**src/rtl/ptw_req_sched_pkg.sv**
```systemverilog
// Shared MMU types for the page-table-walker request scheduler.
// Scheduler states, default sizing and the TLB<->PTW request/response records.
package ptw_req_sched_pkg;

  localparam int PTW_NUM_REQ  = 2;
  localparam int PTW_TIMEOUT  = 1023;
  localparam int PTW_VPN_SIZE = 27;
  localparam int PTW_PPN_SIZE = 44;
  localparam int PTW_LEVEL_W  = 2;

  typedef enum logic [1:0] {
    IDLE,
    WAIT,
    DRAIN
  } sched_state_t;

  typedef struct packed {
    logic [PTW_VPN_SIZE-1:0] vpn;
    logic [1:0]              prv;
    logic                    store;
    logic                    fetch;
  } tlb_ptw_req_t;

  typedef struct packed {
    logic                     error;
    logic [PTW_LEVEL_W-1:0]   level;
    logic [PTW_PPN_SIZE+9:0]  pte;
  } ptw_tlb_resp_t;

endpackage

```
**src/rtl/ptw_req_sched_rr_picker.sv**
```systemverilog
// Combinational rotate-priority encoder: lowest valid index at or above ptr, else lowest overall.
// Zero latency; no state, no backpressure.
module rr_picker #(
  parameter int N     = 2,
  parameter int PTR_W = (N > 1) ? $clog2(N) : 1
) (
  input  logic [N-1:0]     valid,
  input  logic [PTR_W-1:0] ptr,
  output logic [PTR_W-1:0] idx,
  output logic             any
);

  always_comb begin
    idx = '0;
    // Second pass overrides the wrap-around choice whenever something sits at/above ptr.
    for (int i = N - 1; i >= 0; i--) begin
      if (valid[i]) idx = PTR_W'(i);
    end
    for (int i = N - 1; i >= 0; i--) begin
      if (valid[i] && (PTR_W'(i) >= ptr)) idx = PTR_W'(i);
    end
    any = |valid;
  end

endmodule

```
**src/rtl/ptw_req_sched.sv**
```systemverilog
// Round-robin share of one page-table walker among NUM_REQ TLBs; ack and response are same-cycle.
// One walk outstanding; requesters hold valid until acked, walker gates issue with ptw_ready_i.
module ptw_req_sched
  import ptw_req_sched_pkg::*;
#(
  parameter int NUM_REQ  = PTW_NUM_REQ,
  parameter int VPN_SIZE = PTW_VPN_SIZE,
  parameter int PPN_SIZE = PTW_PPN_SIZE,
  parameter int LEVEL_W  = PTW_LEVEL_W,
  parameter int TIMEOUT  = PTW_TIMEOUT
) (
  input  logic                        clk_i,
  input  logic                        rst_i,
  input  logic [NUM_REQ-1:0]          req_valid_i,
  input  logic [NUM_REQ*VPN_SIZE-1:0] req_vpn_i,
  input  logic [NUM_REQ*2-1:0]        req_prv_i,
  input  logic [NUM_REQ-1:0]          req_store_i,
  input  logic [NUM_REQ-1:0]          req_fetch_i,
  output logic [NUM_REQ-1:0]          req_ack_o,
  output logic [NUM_REQ-1:0]          resp_valid_o,
  output logic                        resp_error_o,
  output logic [LEVEL_W-1:0]          resp_level_o,
  output logic [PPN_SIZE+9:0]         resp_pte_o,
  output logic                        ptw_req_valid_o,
  output logic [VPN_SIZE-1:0]         ptw_req_vpn_o,
  output logic [1:0]                  ptw_req_prv_o,
  output logic                        ptw_req_store_o,
  output logic                        ptw_req_fetch_o,
  input  logic                        ptw_ready_i,
  input  logic                        ptw_resp_valid_i,
  input  logic                        ptw_resp_error_i,
  input  logic [LEVEL_W-1:0]          ptw_resp_level_i,
  input  logic [PPN_SIZE+9:0]         ptw_resp_pte_i,
  input  logic                        flush_i,
  output logic                        busy_o,
  output logic                        timeout_o
);

  localparam int PTR_W = (NUM_REQ > 1) ? $clog2(NUM_REQ) : 1;
  localparam int WD_W  = (TIMEOUT > 0) ? $clog2(TIMEOUT + 1) : 1;
  localparam logic [WD_W-1:0]  WD_LAST  = WD_W'((TIMEOUT > 0) ? TIMEOUT - 1 : 0);
  localparam logic [PTR_W-1:0] PTR_LAST = PTR_W'(NUM_REQ - 1);

  sched_state_t     state;
  logic [PTR_W-1:0] rr_ptr;
  logic [PTR_W-1:0] owner;
  logic [PTR_W-1:0] winner;
  logic [WD_W-1:0]  wd_cnt;
  logic             any_vld;
  logic             issue;
  logic             accept;
  logic             resp_fire;
  logic             wd_fire;

  rr_picker #(.N(NUM_REQ), .PTR_W(PTR_W)) u_picker (
    .valid (req_valid_i),
    .ptr   (rr_ptr),
    .idx   (winner),
    .any   (any_vld)
  );

  assign issue     = (state == IDLE) && any_vld && !flush_i;
  assign accept    = issue && ptw_ready_i;
  assign resp_fire = (state == WAIT) && ptw_resp_valid_i && !flush_i;
  // A real response or a flush in the same cycle always beats the watchdog.
  assign wd_fire   = (TIMEOUT != 0) && (state == WAIT) && !ptw_resp_valid_i && !flush_i &&
                     (wd_cnt == WD_LAST);

  always_comb begin
    req_ack_o    = '0;
    resp_valid_o = '0;
    if (accept) req_ack_o[winner] = 1'b1;
    if (resp_fire || wd_fire) resp_valid_o[owner] = 1'b1;
  end

  assign ptw_req_valid_o = issue;
  assign ptw_req_vpn_o   = issue ? req_vpn_i[int'(winner)*VPN_SIZE +: VPN_SIZE] : '0;
  assign ptw_req_prv_o   = issue ? req_prv_i[int'(winner)*2 +: 2] : '0;
  assign ptw_req_store_o = issue && req_store_i[winner];
  assign ptw_req_fetch_o = issue && req_fetch_i[winner];

  assign resp_error_o = resp_fire ? ptw_resp_error_i : wd_fire;
  assign resp_level_o = resp_fire ? ptw_resp_level_i : '0;
  assign resp_pte_o   = resp_fire ? ptw_resp_pte_i : '0;
  assign busy_o       = (state != IDLE);
  assign timeout_o    = wd_fire;

  always_ff @(posedge clk_i) begin
    if (rst_i) begin
      state  <= IDLE;
      rr_ptr <= '0;
      owner  <= '0;
      wd_cnt <= '0;
    end else begin
      case (state)
        IDLE: begin
          if (accept) begin
            owner  <= winner;
            rr_ptr <= (winner == PTR_LAST) ? '0 : winner + 1'b1;
            wd_cnt <= '0;
            state  <= WAIT;
          end
        end
        WAIT: begin
          if (wd_cnt != '1) wd_cnt <= wd_cnt + 1'b1;
          if (ptw_resp_valid_i)        state <= IDLE;
          else if (flush_i || wd_fire) state <= DRAIN;
        end
        DRAIN: begin
          // The walker's late answer (or it going idle) closes the abandoned walk.
          if (ptw_resp_valid_i || ptw_ready_i) state <= IDLE;
        end
        default: state <= IDLE;
      endcase
    end
  end

endmodule
```
**config.mk**
```make
export PLATFORM = sky130hd
export DESIGN_NAME = ptw_req_sched
export DESIGN_NICKNAME = d
export VERILOG_FILES = /design/src/rtl/ptw_req_sched_pkg.sv /design/src/rtl/ptw_req_sched_rr_picker.sv /design/src/rtl/ptw_req_sched.sv
export SDC_FILE = /design/constraint.sdc
export NUM_CORES = 1
export LEC_CHECK = 0
export CORE_AREA = 2 2 86 88
export CTS_BUF_LIST = sky130_fd_sc_hd__clkbuf_16
export CTS_CLUSTER_DIAMETER = 40
export DETAILED_ROUTE_END_ITERATION = 16
export DIE_AREA = 0 0 88 90
export PLACE_DENSITY_LB_ADDON = 0.25
export SLEW_MARGIN = 20
export SYNTH_ARGS = -nofsm -noshare
export SYNTH_HDL_FRONTEND = slang
export SYNTH_SLANG_ARGS = --single-unit
export TNS_END_PERCENT = 100
```
**constraint.sdc**
```tcl
create_clock -name clk_i -period 2.4 [get_ports clk_i]
set_input_delay 0.24 -clock clk_i [delete_from_list [all_inputs] [get_ports clk_i]]
set_output_delay 0.24 -clock clk_i [all_outputs]
set_load 0.01 [all_outputs]
```
======== Word-level counts from Yosys, hierarchy flattened ========
Index checks and enable logic that the tools add are counted.
word-level totals
  register bits ........................... 14
  output and inout bits ................... 95
  logic and storage cells ................. 77
cells by class
  $add $sub $neg .......................... 2
  multiply operators ...................... 1
  order comparisons ....................... 6
  equal/unequal tests ..................... 8
  shift-type cells ........................ 2
  mux-type cells .......................... 28
  reduce and logical (&&, ||, !) cells .... 26
operators with widths
  operator                                               count
  2-to-1 mux 54 bit                                      1
  indexed part select 54 x 7 -> 27 bit                   1
  2-to-1 mux 27 bit                                      1
  2-to-1 mux 10 bit                                      2
  one-hot mux 10 bit (2 select lines)                    1
  2-to-1 mux 2 bit                                       8
  logical AND 1 bit                                      14
  2-to-1 mux 1 bit                                       12
  adder 10 x 1 -> 10 bit, second input constant          1
  == test 10 bit, second input constant                  1
  inequality test 10 bit, second input constant          1
  multiplier 1 x 5 -> 6 bit, second input constant       1
  one-hot mux 2 bit (3 select lines)                     1
  AND reduction 3 bit                                    2
  < comparator 1 x 2 -> 1 bit, second input constant     2
  inequality test 2 bit, second input constant           2
  nonzero test 2 bit                                     2
  indexed part select 4 x 3 -> 2 bit                     1
  logical OR 1 bit                                       3
  inequality test 3 x 2 -> 1 bit, second input constant  1
  demux 1 bit (select 1 bit)                             2
  == test 2 x 1 -> 1 bit, second input constant          1
  == test 2 bit, second input constant                   1
  >= comparator 1 bit, first input constant              2
  other kinds (7)                                        9

======== Logic depth before layout (Yosys ltp) ========
Gate-level depths: netlist (run 1).
  word-level depth ........................ 9
  gate-level depth with buffers ........... 7
  mapped depth without buffers ............ 6

======== By module ========
From an unflattened synthesis (run 1), not the netlist that was laid out.
second synthesis, totals
  cell total of the unflattened synthesis .. 240
  area, all modules ....................... 1,690.4 um^2
by module, submodules not included
  module         times used  cells each  area an instance (um^2)  seq. area each (um^2)
  ptw_req_sched  1           237         1,672.9                  280.3
  rr_picker      1           3           17.5                     0.0

======== Worst setup path before layout (run 1) ========
Ideal clock, no wire load.
  path kind ............................... register to output
  from .................................... register wd_cnt[5]
  to ...................................... output resp_valid_o[1]
  arrival ................................. 1.664 ns
  setup slack ............................. 0.496 ns
  stages on the path, launching flop included .. 5
  buffers on the path ..................... 0
  cells stage by stage .................... dfxtp_1 > nand4_2 > or4_4 > or4_4 > a21boi_2
on the way
  cells in the longest elaborated chain, start to end .. 4
RTL lines
  element                 RTL line              RTL
  from (decl)             ptw_req_sched.sv:48   logic [WD_W-1:0] wd_cnt;
  from (signal assigned)  ptw_req_sched.sv:105  if (wd_cnt != '1) wd_cnt <= wd_cnt + 1'b1;
  == test 10 bit          ptw_req_sched.sv:67   (wd_cnt == WD_LAST);
  logical AND 1 bit       ptw_req_sched.sv:66   assign wd_fire = (TIMEOUT != 0) && (state == WAIT) && !ptw_resp_valid_i && !flush_i &&
  logical OR 1 bit        ptw_req_sched.sv:73   if (resp_fire || wd_fire) resp_valid_o[owner] = 1'b1;
  2-to-1 mux 2 bit        ptw_req_sched.sv:73
  to (decl)               ptw_req_sched.sv:20   output logic [NUM_REQ-1:0] resp_valid_o,
Every way passes these cells.

======== Worst setup path in the final report (run 1) ========
  from .................................... register state[1]
  to ...................................... output ptw_req_vpn_o[25]
on the way
  cells in the longest elaborated chain, start to end .. 4
RTL lines
  element                          RTL line              RTL
  from (decl)                      ptw_req_sched.sv:44   sched_state_t state;
  from (signal assigned)           ptw_req_sched.sv:90   state <= IDLE;
  from (signal assigned)           ptw_req_sched.sv:101  state <= WAIT;
  from (signal assigned)           ptw_req_sched.sv:106  if (ptw_resp_valid_i) state <= IDLE;
  zero test 2 bit                  ptw_req_sched.sv:62   assign issue = (state == IDLE) && any_vld && !flush_i;
  logical AND 1 bit (2 in series)  ptw_req_sched.sv:62
  2-to-1 mux 27 bit                ptw_req_sched.sv:77   assign ptw_req_vpn_o = issue ? req_vpn_i[int'(winner)*VPN_SIZE +: VPN_SIZE] : '0;
  to (decl)                        ptw_req_sched.sv:25   output logic [VPN_SIZE-1:0] ptw_req_vpn_o,
Every way passes these cells.

==> results.sh, run 1 <==
export IMPL_status="finished, final reports clean"
export IMPL_timing_critical_path_from_type="register"
export IMPL_synth_top_cell_area_share_pct=21.2
export IMPL_drv_max_cap_violation_count=0
export IMPL_floorplan_core_area_sq_um=7020
export IMPL_cp_data_arrival_time_ns=2.12
export IMPL_synth_largest_area_cell="and2_1"
export IMPL_cts_root_buffer="clkbuf_16"
export IMPL_fin_worst_hold_slack_ns=0.525
export IMPL_drc_errors=0
export IMPL_cts_hold_buffers_added=0
export IMPL_finalCriticalPeriod_ns=2.36
export IMPL_start_util_pct=24.0
export IMPL_syn2layout_area_growth_pct=167
export IMPL_ff_to_ff_start="wd_cnt[0]$_SDFFE_PP0P_"
export IMPL_finalCritPeriodShare_pct=98.2
export IMPL_final_max_slew_viol_count=0
export IMPL_setup_reg_to_reg_worst_slack_ns=0.50
export IMPL_max_freq_mhz=424
export IMPL_ant_nets=0
export IMPL_ys_top_cells_by_area="and2_1, nand2_1, dfxtp_1"
export IMPL_worstHoldPathCells=2
export IMPL_clkSlewWorstSetupHoldPaths_ns=0.05
export IMPL_fin_setup_tns_ns=0
export IMPL_globalRouteTotalUtil_pct=21.0
export IMPL_cp_end_kind="primary output"
export IMPL_syn_nets=401
export IMPL_relSlewSlack_pct=63.6
export IMPL_grt_max_degree=48
export IMPL_die_h_um=90
export IMPL_reg2reg_depth=6
export IMPL_io_buffers=220
export IMPL_antenna_found_initial=0
export IMPL_dominantRegCellSynth="dfxtp_1"
export IMPL_hold_path_class="register to register"
export IMPL_final_area_sq_um=4500
export IMPL_worst_slew_pin_transition_ns=0.542
export IMPL_clock_skew_final_ns=0.00250
export IMPL_clk_insertion_delay_late_ns=0.25
export IMPL_ioPinCount=221
export IMPL_layout_drive_gt1_share_pct=10.4
export IMPL_hold_path_startpoint="rr_ptr$_SDFFE_PP0P_"
export IMPL_post_dp_cell_area_sq_um=4210
export IMPL_placement_rows=31
export IMPL_drt_met1_wl_um=3450
export IMPL_clk_path_buf_depth=2
export IMPL_netlist_instances=273
export IMPL_num_antenna_cells=0
export IMPL_globalRouteOverflowTotal=0
export IMPL_grt_setup_unrepaired="false"
export IMPL_drt_initial_drc_count=79
export IMPL_vdd_drop_max_mv=0.242
export IMPL_synth_seq_area_share_pct=16.6
export IMPL_drt_total_wl_um=9100
export IMPL_worst_path_max_fanout=11
export IMPL_yosys_cell_types_count=41
export IMPL_pwr_density_cell_nw_per_um2=235
export IMPL_hpwlAfterDp_um=7300
export IMPL_wl_met3_um=996
export IMPL_postSynthRegisterBits=14
export IMPL_avgSynthCellArea_sq_um=6.17
export IMPL_grt_pass1_wl_um=13100
export IMPL_worst_endpoint_required_ns=2.16
export IMPL_gpl_final_weighted_congestion=0.896
export IMPL_h_tree_depth=1
export IMPL_final_hold_violation_count=0
export IMPL_final_nets=639
export IMPL_grt_pass1_vias=2638
export IMPL_yosysMostFrequentCell="nand2_1"
export IMPL_clock_sinks=14
export IMPL_p_leak_nw=3.05
export IMPL_dr_wl_met2_um=4440
export IMPL_synth_async_sr_flop_share_pct=0
export IMPL_cts_tree="built"
export IMPL_synth_edff_count=0
export IMPL_yosys_warnings=0
export IMPL_via_count=2814
export IMPL_hold_end="rr_ptr$_SDFFE_PP0P_"
export IMPL_synth_cell_area_sq_um=1680
export IMPL_report_final_setup_viol=0
export IMPL_fillers=604
export IMPL_synth_top_cells_by_count="nand2_1, and2_1, a21oi_1, clkbuf_1, dfxtp_1"
export IMPL_die_w_um=88
export IMPL_wire_per_inst_um=14.9
export IMPL_vias_per_cell=4.62
export IMPL_reg2reg_to="wd_cnt[7]$_SDFFE_PP0P_"
export IMPL_die_area_sq_um=7920
export IMPL_drtPass1Iterations=4
export IMPL_numCtsBuffers=3
export IMPL_power_mw=1.06
export IMPL_critical_path_class="register to primary output"
export IMPL_route_top_layer_used="met4"
==> what timing repair did <==
| action | 4_1_cts | 5_1_grt |
|---|---|---|
| buffers inserted | 0 | 1 |
| cloned | 0 | 1 |
| gates resized for setup | 13 | 83 |
| endpoints found under the hold margin | 0 | 0 |
| pin swaps | 0 | 1 |
| endpoints found under the setup margin | 12 | 79 |
==> critical path, cell delays in order, from the launching register on <==
cell and delay [ns]:
dfxtp_1 0.31, or2_2 0.30, or3_4 0.39, buf_4 0.18, a21oi_1 0.12, clkdlybuf4s50_1 0.56
==> cell usage in the layout, fill, tap and decap left out, types with 2 or more instances in the layout <==
master / count
clkdlybuf4s50_1: 135
nand2_1: 75
dlymetal6s2s_1: 74
and2_1: 57
a21oi_1: 41
buf_4: 26
dfxtp_1: 14
inv_1: 7
dlygate4sd2_1: 7
nor2_1: 6
nand3_1: 5
o21ai_0: 4
clkbuf_16: 4
nor3_1: 3
nand2b_1: 3
mux2i_1: 3
clkbuf_2: 3
buf_12: 3
or2_2: 2
or4_4: 2
a21boi_2: 2
nand3b_1: 2
a211oi_1: 2
nand4_1: 2
a2111o_1: 2
ha_1: 2
==> routing by layer <==
| layer | vias to the layer above | global-route usage [%] |
|---|---|---|
| met5 | - | 0 |
| met4 | 0 | 5.64 |
| met3 | 18 | 6.80 |
| met2 | 168 | 37.2 |
| met1 | 1241 | 23.5 |
| li1 | 1387 | - |
==> stage by stage <==
step	setup slack (ns)	util [%]	std cells
2_1_floorplan	0.496	-	273
3_3_place_gp	0.0363	60.0	603
3_5_place_dp	0.00869	60.0	603
4_1_cts	0.00131	61.0	607
5_1_grt	0.00679	64.1	609
6_report	0.0436	64.1	609
==> cell type report <==
| cell class | count | area [sq um] | share of cell area, % |
|---|---|---|---|
| Timing Repair Buffer | 251 | 2660 | 59.0 |
| Tap cell | 99 | 124 | 2.75 |
| Inverter | 7 | 26.3 | 0.584 |
| Sequential cell | 14 | 280 | 6.23 |
| Clock buffer | 3 | 75.1 | 1.67 |
| Clock inverter | 1 | 3.75 | 0.0834 |
| Multi-Input combinational cell | 234 | 1340 | 29.7 |
==> cells by family after synthesis <==
family	synth area share [%]
mux	1.78
fa+ha+maj	1.49
flops	16.6
xor+xnor	0.520
buf+inv	5.65
simple gates	52.2
compound gates	21.8
==> state kept, by name, indices dropped and copies added, names as in the netlist <==
name and cells:
rr_ptr 1, state 2, owner 1, wd_cnt 10
==> worst max-delay path by stage <==
stage / from / end / slack (ns)
floorplan: wd_cnt[5]$_SDFFE_PP0P_ / resp_valid_o[1] / 0.50
global placement: wd_cnt[7]$_SDFFE_PP0P_ / resp_valid_o[0] / 0.04
detailed placement: wd_cnt[7]$_SDFFE_PP0P_ / resp_valid_o[1] / 0.009
CTS: state[1]$_SDFFE_PP0P_ / ptw_req_vpn_o[10] / 0.001
global route: state[1]$_SDFFE_PP0P_ / resp_pte_o[47] / 0.007
finish: state[1]$_SDFFE_PP0P_ / ptw_req_vpn_o[25] / 0.04
==> report_power, final <==
| group | switching, mW | internal (mW) |
|---|---|---|
| Clock | 0.104 | 0.221 |
| Sequential | 0.00347 | 0.238 |
| Combinational | 0.177 | 0.314 |
Note: power is estimated with default switching activity, not from simulation.
==> run 2, diff against run 1 <==
--- a/config.mk
+++ b/config.mk
@@ -10,6 +10,7 @@
 export CTS_CLUSTER_DIAMETER = 40
 export DETAILED_ROUTE_END_ITERATION = 16
 export DIE_AREA = 0 0 88 90
+export GPL_ROUTABILITY_DRIVEN = 0
 export PLACE_DENSITY_LB_ADDON = 0.25
 export SLEW_MARGIN = 20
 export SYNTH_ARGS = -nofsm -noshare
==> results of run 2 <==
The final DEF is identical to that of run 1; final timing and power are the same.
